`config.mk`:
```
export PLATFORM = sky130hd
export DESIGN_NAME = dmem_lsu_sequencer
export DESIGN_NICKNAME = d
export VERILOG_FILES = /design/src/rtl/dmem_lsu_sequencer.sv
export SDC_FILE = /design/constraint.sdc
export NUM_CORES = 1
export LEC_CHECK = 0
export BUFFER_PORTS_ARGS = -buffer_cell sky130_fd_sc_hd__buf_4
export CORE_AREA = 2 2 135 137
export CTS_BUF_LIST = sky130_fd_sc_hd__clkbuf_16
export DETAILED_ROUTE_END_ITERATION = 7
export DIE_AREA = 0 0 137 139
export GPL_TIMING_DRIVEN = 0
export PLACE_DENSITY = 0.61
export SLEW_MARGIN = 20
export SYNTH_ARGS = -nofsm -noshare
export SYNTH_HDL_FRONTEND = slang
export SYNTH_SLANG_ARGS = --single-unit
export TNS_END_PERCENT = 1
```
`constraint.sdc`:
```
create_clock -name Clk -period 4.4 [get_ports Clk]
set_input_delay 0.22 -clock Clk [delete_from_list [all_inputs] [get_ports Clk]]
set_output_delay 0.22 -clock Clk [all_outputs]
set_load 0.005 [all_outputs]
```
`src/rtl/dmem_lsu_sequencer.sv`:
```
// Load/store sequencer between the RV32I datapath and a byte-wide data memory.
// Each request is split into 1, 2 or 4 little-endian byte accesses, one per
// cycle. Load bytes are assembled and then sign- or zero-extended. Illegal or
// misaligned requests complete with an error and do not touch memory.
// The memory-side and response outputs are registers computed from the
// next-state values, so they change only on a clock edge or on reset.
module dmem_lsu_sequencer #(
  parameter int ADDR_WIDTH = 8,
  parameter int XLEN       = 32
) (
  input  logic                  Clk,
  input  logic                  n_Rst,
  input  logic                  req_valid,
  output logic                  req_ready,
  input  logic                  req_we,
  input  logic [2:0]            req_funct3,
  input  logic [ADDR_WIDTH-1:0] req_addr,
  input  logic [XLEN-1:0]       req_wdata,
  output logic                  resp_valid,
  output logic                  resp_err,
  output logic [XLEN-1:0]       resp_rdata,
  output logic                  busy,
  output logic                  mem_we,
  output logic [ADDR_WIDTH-1:0] mem_a,
  output logic [7:0]            mem_wd,
  input  logic [7:0]            mem_rd
);

  typedef enum logic [1:0] {IDLE = 2'd0, ACCESS = 2'd1, DONE = 2'd2} state_t;

  // funct3 encodings that exist for the given direction
  function automatic logic req_legal(input logic we, input logic [2:0] f3);
    case (f3)
      3'b000, 3'b001, 3'b010: return 1'b1;
      3'b100, 3'b101:         return ~we;
      default:                return 1'b0;
    endcase
  endfunction

  // halfwords need addr[0]=0, words need addr[1:0]=00
  function automatic logic req_aligned(input logic [2:0] f3, input logic [1:0] a);
    case (f3[1:0])
      2'b01:   return ~a[0];
      2'b10:   return (a == 2'b00);
      default: return 1'b1;
    endcase
  endfunction

  // index of the final byte of the access (N-1)
  function automatic logic [1:0] last_idx(input logic [2:0] f3);
    case (f3[1:0])
      2'b01:   return 2'd1;
      2'b10:   return 2'd3;
      default: return 2'd0;
    endcase
  endfunction

  // little-endian byte lane k of a word
  function automatic logic [7:0] byte_sel(input logic [31:0] w, input logic [1:0] k);
    case (k)
      2'd0:    return w[7:0];
      2'd1:    return w[15:8];
      2'd2:    return w[23:16];
      default: return w[31:24];
    endcase
  endfunction

  // size/sign extension of the assembled load bytes
  function automatic logic [31:0] load_extend(input logic [2:0] f3, input logic [31:0] a);
    case (f3)
      3'b000:  return {{24{a[7]}}, a[7:0]};
      3'b001:  return {{16{a[15]}}, a[15:0]};
      3'b100:  return {24'h000000, a[7:0]};
      3'b101:  return {16'h0000, a[15:0]};
      default: return a;
    endcase
  endfunction

  state_t                state_r, state_n;
  logic [1:0]            cnt_r, cnt_n;
  logic                  we_r, we_n;
  logic [2:0]            f3_r, f3_n;
  logic [ADDR_WIDTH-1:0] addr_r, addr_n;
  logic [XLEN-1:0]       wdata_r, wdata_n;
  logic [XLEN-1:0]       asm_r, asm_n;
  logic                  err_r, err_n;
  logic                  resp_valid_n, resp_err_n, mem_we_n;
  logic [XLEN-1:0]       resp_rdata_n;
  logic [ADDR_WIDTH-1:0] mem_a_n;
  logic [7:0]            mem_wd_n;

  assign req_ready = (state_r == IDLE);
  assign busy      = (state_r != IDLE);

  // next-state, request capture, load assembly and next output values
  always_comb begin
    state_n = state_r;
    cnt_n   = cnt_r;
    we_n    = we_r;
    f3_n    = f3_r;
    addr_n  = addr_r;
    wdata_n = wdata_r;
    asm_n   = asm_r;
    err_n   = err_r;
    case (state_r)
      IDLE: begin
        if (req_valid) begin
          we_n    = req_we;
          f3_n    = req_funct3;
          addr_n  = req_addr;
          wdata_n = req_wdata;
          cnt_n   = 2'd0;
          asm_n   = '0;
          if (req_legal(req_we, req_funct3) && req_aligned(req_funct3, req_addr[1:0])) begin
            err_n   = 1'b0;
            state_n = ACCESS;
          end else begin
            err_n   = 1'b1;
            state_n = DONE;
          end
        end else begin
          state_n = IDLE;
        end
      end
      ACCESS: begin
        if (!we_r) begin
          case (cnt_r)
            2'd0:    asm_n[7:0]   = mem_rd;
            2'd1:    asm_n[15:8]  = mem_rd;
            2'd2:    asm_n[23:16] = mem_rd;
            default: asm_n[31:24] = mem_rd;
          endcase
        end else begin
          asm_n = asm_r;
        end
        if (cnt_r == last_idx(f3_r)) begin
          state_n = DONE;
        end else begin
          cnt_n = cnt_r + 2'd1;
        end
      end
      DONE:    state_n = IDLE;
      default: state_n = IDLE;
    endcase

    mem_we_n = (state_n == ACCESS) && we_n;
    if (state_n == ACCESS) begin
      mem_a_n = addr_n + ADDR_WIDTH'(cnt_n);
    end else begin
      mem_a_n = '0;
    end
    if (mem_we_n) begin
      mem_wd_n = byte_sel(wdata_n, cnt_n);
    end else begin
      mem_wd_n = 8'h00;
    end
    resp_valid_n = (state_n == DONE);
    resp_err_n   = (state_n == DONE) && err_n;
    if ((state_n == DONE) && !err_n && !we_n) begin
      resp_rdata_n = load_extend(f3_n, asm_n);
    end else begin
      resp_rdata_n = '0;
    end
  end

  // state, captured request and registered outputs; reset aborts any access
  always_ff @(posedge Clk or negedge n_Rst) begin
    if (!n_Rst) begin
      state_r    <= IDLE;
      cnt_r      <= 2'd0;
      we_r       <= 1'b0;
      f3_r       <= 3'b000;
      addr_r     <= '0;
      wdata_r    <= '0;
      asm_r      <= '0;
      err_r      <= 1'b0;
      resp_valid <= 1'b0;
      resp_err   <= 1'b0;
      resp_rdata <= '0;
      mem_we     <= 1'b0;
      mem_a      <= '0;
      mem_wd     <= 8'h00;
    end else begin
      state_r    <= state_n;
      cnt_r      <= cnt_n;
      we_r       <= we_n;
      f3_r       <= f3_n;
      addr_r     <= addr_n;
      wdata_r    <= wdata_n;
      asm_r      <= asm_n;
      err_r      <= err_n;
      resp_valid <= resp_valid_n;
      resp_err   <= resp_err_n;
      resp_rdata <= resp_rdata_n;
      mem_we     <= mem_we_n;
      mem_a      <= mem_a_n;
      mem_wd     <= mem_wd_n;
    end
  end

endmodule

```
==> impl_table.tex, run 1 <==
\begin{tabular}{lr}
\hline
Metric & Value \\
\hline
\multicolumn{2}{l}{\textbf{Power and ir drop}} \\
\quad Reg power frac & 0.352 \\
\quad Switching part of the total & 0.331 \\
\quad Comb power frac & 0.329 \\
\quad Pwr per Cell Area & 613 nW/µm² \\
\quad Int Pwr & 3.08 mW \\
\quad Total Power & 4.61 mW \\
\quad Clock share of power & 0.319 \\
\quad Leakage power of the design & 3.76 nW \\
\quad Worst vdd ir & 0.361 mV \\
\quad Sw power & 1.53 mW \\
\multicolumn{2}{l}{\textbf{STA}} \\
\quad Tightest slew margin relative to the limit & 0.414 \\
\quad Highest achievable clock rate & 0.326 GHz \\
\quad Min cycle time layout & 3070 ps \\
\quad Number of pins with negative max-slew slack in the final report & 0 \\
\quad Setup repair after global routing missed its margin & no \\
\quad Number of setup violations in the final report & 0 \\
\quad Tightest Pin Transition & 865 ps \\
\quad Period Utilization, post-route & 0.697 \\
\quad Post-route clock skew & 11.5 ps \\
\quad Post-Route Setup TNS & 0 ps \\
\quad Final Hold Vio Count & 0 \\
\multicolumn{2}{l}{\textbf{Placed design}} \\
\quad Post-DP HPWL & 9960 µm \\
\quad Port Buffer Count & 107 \\
\quad Gpl congestion & 0.822 \\
\multicolumn{2}{l}{\textbf{Yosys}} \\
\quad Synthesis Warnings & 0 \\
\quad Yosys reg bits & 132 \\
\quad Top FF cell, synth & sky130\_fd\_sc\_hd\_\_dfrtp\_1 \\
\quad EDFF count, synth & 0 \\
\quad Number of unique standard cell types used by synthesis & 51 \\
\quad Number of cells produced by synthesis & 520 \\
\quad Synthesized area divided by synthesized cell count & 11.0 µm² \\
\quad Proportion of synthesized chip area in sequential cells & 0.577 \\
\quad Net count of the mapped netlist & 586 \\
\quad Fraction of registers with async set or reset after synthesis & 1.00 \\
\quad Post-Synthesis Cell Area & 5730 µm² \\
\multicolumn{2}{l}{\textbf{Clock tree}} \\
\quad \# clock sinks & 132 \\
\quad \# resized after CTS & 0 \\
\quad Num CTS Buffers & 17 \\
\quad Post-CTS Setup Repair Bufs & 0 \\
\quad Clock tree from TritonCTS & yes \\
\quad Clk\_lat worst skew & 420 ps \\
\quad Root Buffer Master & sky130\_fd\_sc\_hd\_\_clkbuf\_16 \\
\quad Buffers from clock root to sink, at most & 2 \\
\quad H-tree depth reported by CTS & 4 \\
\quad Number of buffers added to fix hold violations after cts & 6 \\
\quad Post-CTS clock slew at the launch and capture registers of the worst setup and hold paths & 60 ps \\
\multicolumn{2}{l}{\textbf{Global routing}} \\
\quad Global-route congestion overflow total & 0 \\
\quad Wire length of the first global-routing pass & 22500 µm \\
\quad Largest net degree at the start of global routing & 93 \\
\quad Aggregate global-route resource usage & 0.155 \\
\quad Vias in the first global route & 4420 \\
\quad Initial antenna violation count & 0 \\
\multicolumn{2}{l}{\textbf{Setup path}} \\
\quad Category of the critical setup timing path & register to register \\
\quad Flop-to-flop setup slack & 1330 ps \\
\quad Crit path largest cell delay & 420 ps \\
\quad Kind of end point of the critical path & register \\
\quad Worst endpoint required time & 4730 ps \\
\quad Critical path cell sequence & buf\_2 -> nor3b\_4 -> buf\_6 -> buf\_2 -> buf\_2 -> nand2\_1 -> nand2\_1 -> ha\_1 -> a21oi\_1 -> a2111oi\_4 -> and4\_1 -> nor3\_1 \\
\quad Cell at the slowest stage of the critical path & sky130\_fd\_sc\_hd\_\_nor3b\_4 \\
\quad Arrival time of data at the critical path endpoint & 3400 ps \\
\quad CP Launch Point & state\_r[0] \\
\quad R2r startpoint & state\_r[0] \\
\quad Startpoint type of the worst setup path & register \\
\quad CP dominant cell by count & sky130\_fd\_sc\_hd\_\_buf\_2 \\
\quad Maximum net fanout on the critical path & 10 \\
\multicolumn{2}{l}{\textbf{Cells and area}} \\
\quad Synth-to-Final Area Change & 31.4\% \\
\quad Most common cell after layout, fill and taps aside & sky130\_fd\_sc\_hd\_\_dfrtp\_1 \\
\quad Final antenna diode count & 0 \\
\quad Leading cell types in the layout, fill and taps excluded & 132 x sky130\_fd\_sc\_hd\_\_dfrtp\_1, 129 x sky130\_fd\_sc\_hd\_\_nand2\_1, 107 x sky130\_fd\_sc\_hd\_\_buf\_4 \\
\quad Ratio of cells with drive above 1 in the final layout & 0.311 \\
\quad Layout Nets & 719 \\
\quad Post-layout utilization of the core & 0.426 \\
\quad Filler cell count & 1725 \\
\multicolumn{2}{l}{\textbf{Status}} \\
\quad Outcome & complete, no violations \\
\multicolumn{2}{l}{\textbf{Routing}} \\
\quad Starting DRT DRC Count & 273 \\
\quad Post-detailed-route count of antenna-violating nets & 0 \\
\quad Routed length per instance & 15.6 µm \\
\quad Via count & 4178 \\
\quad Vias/cell & 4.67 \\
\quad Count of unresolved DRC violations after routing & 0 \\
\quad Detailed-route wire length & 13900 µm \\
\quad Drt first pass iters & 5 \\
\multicolumn{2}{l}{\textbf{Floorplan}} \\
\quad Number of I/O pins & 108 \\
\quad Die height & 139 µm \\
\quad Initial Utilization & 0.324 \\
\quad Die span in x & 137 µm \\
\quad Std-Cell Rows & 49 \\
\quad Core Box Area & 17700 µm² \\
\quad Die Area & 19000 µm² \\
\multicolumn{2}{l}{\textbf{Hold path}} \\
\quad Min-delay worst type & input port to register \\
\quad Beginning of the worst hold path & req\_wdata[30] \\
\multicolumn{2}{l}{\textbf{Flow run}} \\
\quad Max-cap violations & 0 \\
\hline
\end{tabular}
==> registers in the layout, indices dropped and copies added (netlist names) <==
register,count
resp_rdata,32
mem_we,1
addr_r,8
f3_r,3
mem_wd,8
resp_err,1
wdata_r,32
asm_r,32
cnt_r,2
resp_valid,1
mem_a,8
state_r,2
err_r,1
we_r,1
==> synthesized netlist by cell type, drive strengths merged (4+ instances only) <==
master | n | area [µm²]
dfrtp | 132 | 3300
nand2 | 129 | 484
nor2 | 39 | 146
buf | 23 | 149
nor3 | 23 | 135
a22o | 22 | 193
mux2 | 19 | 218
mux2i | 19 | 215
nor2b | 18 | 113
inv | 11 | 41.3
ha | 10 | 125
a21oi | 8 | 40.0
o21ba | 8 | 80.1
o21ai | 6 | 30.0
or2 | 5 | 31.3
and2 | 4 | 25.0
clkbuf | 4 | 15.0
nand2b | 4 | 27.5
xnor2 | 4 | 35.0
==> area by class of cell <==
type,instances,area [µm²],area share
buffer,27,164,0.0218
inverter,11,41.3,0.00549
sequential,132,3300,0.439
tap,229,287,0.0381
clock buffer,17,425,0.0565
multi-input combinational,350,2220,0.295
clock inverter,14,188,0.0249
timing repair buffer,114,898,0.119
==> kinds of logic (layout without fill, tap and decap cells) <==
logic type / after synthesis / in the layout / synth area share
AO/OA/AOI/OAI: 58 / 58 / 0.0876
multiplexers: 38 / 38 / 0.0756
AND/OR/NAND/NOR: 236 / 236 / 0.188
XOR/XNOR: 7 / 7 / 0.0107
flip-flops: 132 / 132 / 0.577
adder cells (fa/ha/maj): 11 / 11 / 0.0253
buffers and inverters: 38 / 183 / 0.0358
==> metrics by stage <==
step | setup WS [ps] | std cells | hold WS (ps) | cell area [µm²]
floorplan | 1810 | 520 | -75.6 | 5730
global placement | 1330 | 856 | 439 | 6820
detailed placement | 1280 | 857 | 125 | 6850
CTS | 1260 | 894 | 0.403 | 7520
global route | 1110 | 894 | 16.7 | 7520
finish | 1330 | 894 | 21.0 | 7520
==> worst max-delay path, delay by kind of cell, from the launching register on <==
family                   cells  cell delay, ps
buffers and inverters        4             970
AO/OA/AOI/OAI                2             360
AND/OR/NAND/NOR              5            1020
flip-flops                   1             380
adder cells (fa/ha/maj)      1             250
==> path summary, 6_finish.rpt <==
kind / endpoint / depth (start not counted)
max: mem_a[7] / 12
min: wdata_r[30] / 3
max reg2reg: mem_a[7] / 12
min reg2reg: wdata_r[21] / 2
max in group asynchronous: cnt_r[1] / 3
min in group asynchronous: resp_rdata[27] / 2
==> routing by layer <==
metal	track usage	part of all wire	up-vias
li1	-	-	2010
met1	0.200	0.44	2047
met2	0.251	0.50	111
met3	0.0442	0.052	10
met4	0.0494	0.010	0
met5	0	0	-
==> power groups by stage <==
stage                     combinational (mW)  sequential (mW)  clock [mW]
after detailed placement                1.53             1.64           0
after floorplan                         1.06             1.61           0
after global routing                    1.70             1.65        1.56
after global placement                  1.49             1.63           0
after CTS                               1.55             1.62        1.50
final                                   1.52             1.62        1.47
(Power assumes the default switching activity.)
==> inputs of run 2 (changes only) <==
--- a/config.mk
+++ b/config.mk
@@ -11,7 +11,7 @@
 export DETAILED_ROUTE_END_ITERATION = 7
 export DIE_AREA = 0 0 137 139
 export GPL_TIMING_DRIVEN = 0
-export PLACE_DENSITY = 0.61
+export PLACE_DENSITY = 0.63
 export SLEW_MARGIN = 20
 export SYNTH_ARGS = -nofsm -noshare
 export SYNTH_HDL_FRONTEND = slang
==> constraint.sdc (replaced) <==
create_clock -name Clk -period 2.5 [get_ports Clk]
set_input_delay 0.125 -clock Clk [delete_from_list [all_inputs] [get_ports Clk]]
set_output_delay 0.125 -clock Clk [all_outputs]
set_load 0.005 [all_outputs]
==> run 2 against run 1 <==
Total power grew 82%. Critical path depth shrank 2. Clock power grew 68%. First-iteration DRC count shrank 16%. Sequential share of layout area shrank 2.9 points. Via count grew 4.7%. Hold slack lost 14 ps. Routed wire length grew 6.2%. Combinational power grew 100%. Global-route usage grew 0.54 points. Largest cell class unchanged. Largest power group is now combinational cells.
==> impl_table.tex, run 2 (synthesis results as in run 1) <==
\begin{tabular}{lr}
\hline
Metric & Value \\
\hline
\multicolumn{2}{l}{\textbf{Routing}} \\
\quad Vias/cell & 4.67 (-0.14\%) \\
\quad Post-detailed-route count of antenna-violating nets & 0 (unchanged) \\
\quad Starting DRT DRC Count & 230 (-16\%) \\
\quad Via count & 4373 (+4.7\%) \\
\quad Detailed-route wire length & 14800 µm (+6.2\%) \\
\quad Drt first pass iters & 4 (-1) \\
\quad Count of unresolved DRC violations after routing & 0 (unchanged) \\
\quad Routed length per instance & 15.8 µm (+1.3\%) \\
\multicolumn{2}{l}{\textbf{Hold path}} \\
\quad Min-delay worst type & input port to register \\
\quad Worst hold path depth & 3 (unchanged) \\
\multicolumn{2}{l}{\textbf{Floorplan}} \\
\quad Die Area & 19000 µm² (unchanged) \\
\quad Die height & 139 µm (unchanged) \\
\quad Number of I/O pins & 108 (unchanged) \\
\quad Std-Cell Rows & 49 (unchanged) \\
\quad Die span in x & 137 µm (unchanged) \\
\quad Core Box Area & 17700 µm² (unchanged) \\
\quad Initial Utilization & 0.324 (unchanged) \\
\multicolumn{2}{l}{\textbf{Cells and area}} \\
\quad Leading registers by flop count & asm\_r: 32 flops, resp\_rdata: 32 flops, wdata\_r: 32 flops \\
\quad Most common cell after layout, fill and taps aside & sky130\_fd\_sc\_hd\_\_dfrtp\_1 \\
\quad Post-layout utilization of the core & 0.457 (+0.0304) \\
\quad Final antenna diode count & 0 (unchanged) \\
\quad Filler cell count & 1633 (-5.3\%) \\
\quad Leading cell types in the layout, fill and taps excluded & 129 x sky130\_fd\_sc\_hd\_\_dfrtp\_1, 127 x sky130\_fd\_sc\_hd\_\_nand2\_1, 116 x sky130\_fd\_sc\_hd\_\_buf\_4 \\
\quad Final standard cell area without fillers & 8060 µm² (+7.1\%) \\
\quad Layout Nets & 761 (+5.8\%) \\
\quad Number of cells in the finished layout apart from fillers & 937 (+4.8\%) \\
\quad Synth-to-Final Area Change & 40.8\% \\
\quad Ratio of cells with drive above 1 in the final layout & 0.329 (+0.0178) \\
\multicolumn{2}{l}{\textbf{Placed design}} \\
\quad Gpl congestion & 0.841 (+2.3\%) \\
\quad Dpl cell area & 6860 µm² (+0.16\%) \\
\quad Port Buffer Count & 107 (unchanged) \\
\quad Placed insts & 857 (unchanged) \\
\quad Post-DP HPWL & 10200 µm (+1.9\%) \\
\multicolumn{2}{l}{\textbf{Power and ir drop}} \\
\quad Pwr per Cell Area & 1040 nW/µm² (+70\%) \\
\quad Total Power & 8.40 mW (+82\%) \\
\quad Worst vdd ir & 0.497 mV (+38\%) \\
\quad Leakage power of the design & 3.96 nW (+5.4\%) \\
\multicolumn{2}{l}{\textbf{STA}} \\
\quad Period Utilization, post-route & 0.963 (+0.266) \\
\quad Min cycle time layout & 2410 ps (-659 ps) \\
\quad Tightest Pin Transition & 888 ps (+23.0 ps) \\
\quad Tightest slew margin relative to the limit & 0.405 (-0.00975) \\
\quad Number of setup violations in the final report & 0 (unchanged) \\
\quad Number of pins with negative max-slew slack in the final report & 0 (unchanged) \\
\quad Final Hold Vio Count & 0 (unchanged) \\
\quad Highest achievable clock rate & 0.415 GHz (+27\%) \\
\quad Post-route clock skew & 9.87 ps (-1.61 ps) \\
\multicolumn{2}{l}{\textbf{Clock tree}} \\
\quad H-tree depth reported by CTS & 4 (unchanged) \\
\quad Buffers from clock root to sink, at most & 2 (unchanged) \\
\quad Clock tree from TritonCTS & yes \\
\quad Clk\_lat worst skew & 410 ps (about the same) \\
\quad \# clock sinks & 132 (unchanged) \\
\quad Post-CTS clock slew at the launch and capture registers of the worst setup and hold paths & 60 ps (about the same) \\
\quad Root Buffer Master & sky130\_fd\_sc\_hd\_\_clkbuf\_16 \\
\quad Num CTS Buffers & 17 (unchanged) \\
\multicolumn{2}{l}{\textbf{Global routing}} \\
\quad Aggregate global-route resource usage & 0.161 (+0.00542) \\
\quad Global-route congestion overflow total & 0 (unchanged) \\
\quad Wire length of the first global-routing pass & 23700 µm (+5.6\%) \\
\quad Vias in the first global route & 4674 (+5.7\%) \\
\quad Largest net degree at the start of global routing & 103 (+11\%) \\
\quad Initial antenna violation count & 0 (unchanged) \\
\multicolumn{2}{l}{\textbf{Setup path}} \\
\quad Category of the critical setup timing path & register to register \\
\quad Worst endpoint required time & 2760 ps (-1970 ps) \\
\quad Worst Reg-to-Reg Cells & 10 (-2) \\
\quad Maximum net fanout on the critical path & 19 (+9) \\
\quad Cell at the slowest stage of the critical path & sky130\_fd\_sc\_hd\_\_dfrtp\_1 \\
\quad Crit path largest cell delay & 370 ps (-50 ps) \\
\quad Arrival time of data at the critical path endpoint & 2670 ps (-730 ps) \\
\quad Critical path cell sequence & or3b\_1 -> buf\_2 -> buf\_6 -> nand2\_1 -> nand2\_2 -> ha\_4 -> a21oi\_4 -> a2111oi\_4 -> and4\_1 -> nor3\_2 \\
\quad Kind of end point of the critical path & register \\
\quad Startpoint type of the worst setup path & register \\
\multicolumn{2}{l}{\textbf{Flow run}} \\
\quad Max-cap violations & 0 (unchanged) \\
\multicolumn{2}{l}{\textbf{Status}} \\
\quad Outcome & complete, no violations \\
\hline
\end{tabular}
run 2: power by group:
| group | switching [mW] | internal, mW | total, mW |
|---|---|---|---|
| clock | 0.980 | 1.49 | 2.47 |
| combinational | 1.70 | 1.36 | 3.06 |
| sequential | 0.217 | 2.65 | 2.86 |
run 2: cell type report:
type | instances | area, µm² | share of cell area
sequential | 132 | 3310 | 0.410
multi-input combinational | 350 | 2340 | 0.290
timing repair buffer | 159 | 1330 | 0.165
clock buffer | 17 | 425 | 0.0528
tap | 229 | 287 | 0.0355
clock inverter | 15 | 169 | 0.0210
buffer | 24 | 163 | 0.0202
inverter | 11 | 41.3 | 0.00512
run 2: worst max-delay path, delay by kind of cell, from the launching register on:
family                   cells  cell delay [ps]
AND/OR/NAND/NOR              5              870
flip-flops                   1              370
buffers and inverters        2              370
AO/OA/AOI/OAI                2              340
adder cells (fa/ha/maj)      1              290
run 2: worst paths after layout:
kind,from,endpoint,slack [ps]
max,state_r[0],mem_a[7],90
min,req_addr[0],addr_r[0],7
max reg2reg,state_r[0],mem_a[7],90
min reg2reg,wdata_r[14],wdata_r[14],470
max in group asynchronous,n_Rst,resp_rdata[21],1560
min in group asynchronous,n_Rst,mem_a[4],150
run 2: metal layers:
metal	part of all wire	track usage	vias to the layer above	routed length [µm]
met5	0	0	-	0
met4	0.021	0.0586	0	311
met3	0.050	0.0395	27	745
met2	0.51	0.265	114	7490
met1	0.42	0.203	2134	6230
li1	-	-	2098	-
run 2: what timing repair did:
item                                    in CTS  in global routing
hold endpoints to repair                   167                  0
endpoints found under the setup margin       7                  5
setup buffers                                5                  4
hold buffers                                42                  0
resized for setup                           16                 11
pin swaps                                    5                  4
run 2: per-stage QoR:
stage / hold WS, ps / setup WS (ps) / TNS (ps)
final: 6.93 / 92.3 / 0
after floorplan: -171 / 0.869 / 0
after detailed placement: -2.85 / -539 / -3950
after global placement: 341 / -521 / -3290
after CTS: 4.29 / 14.6 / 0
after global routing: 6.34 / -0.205 / -0.205
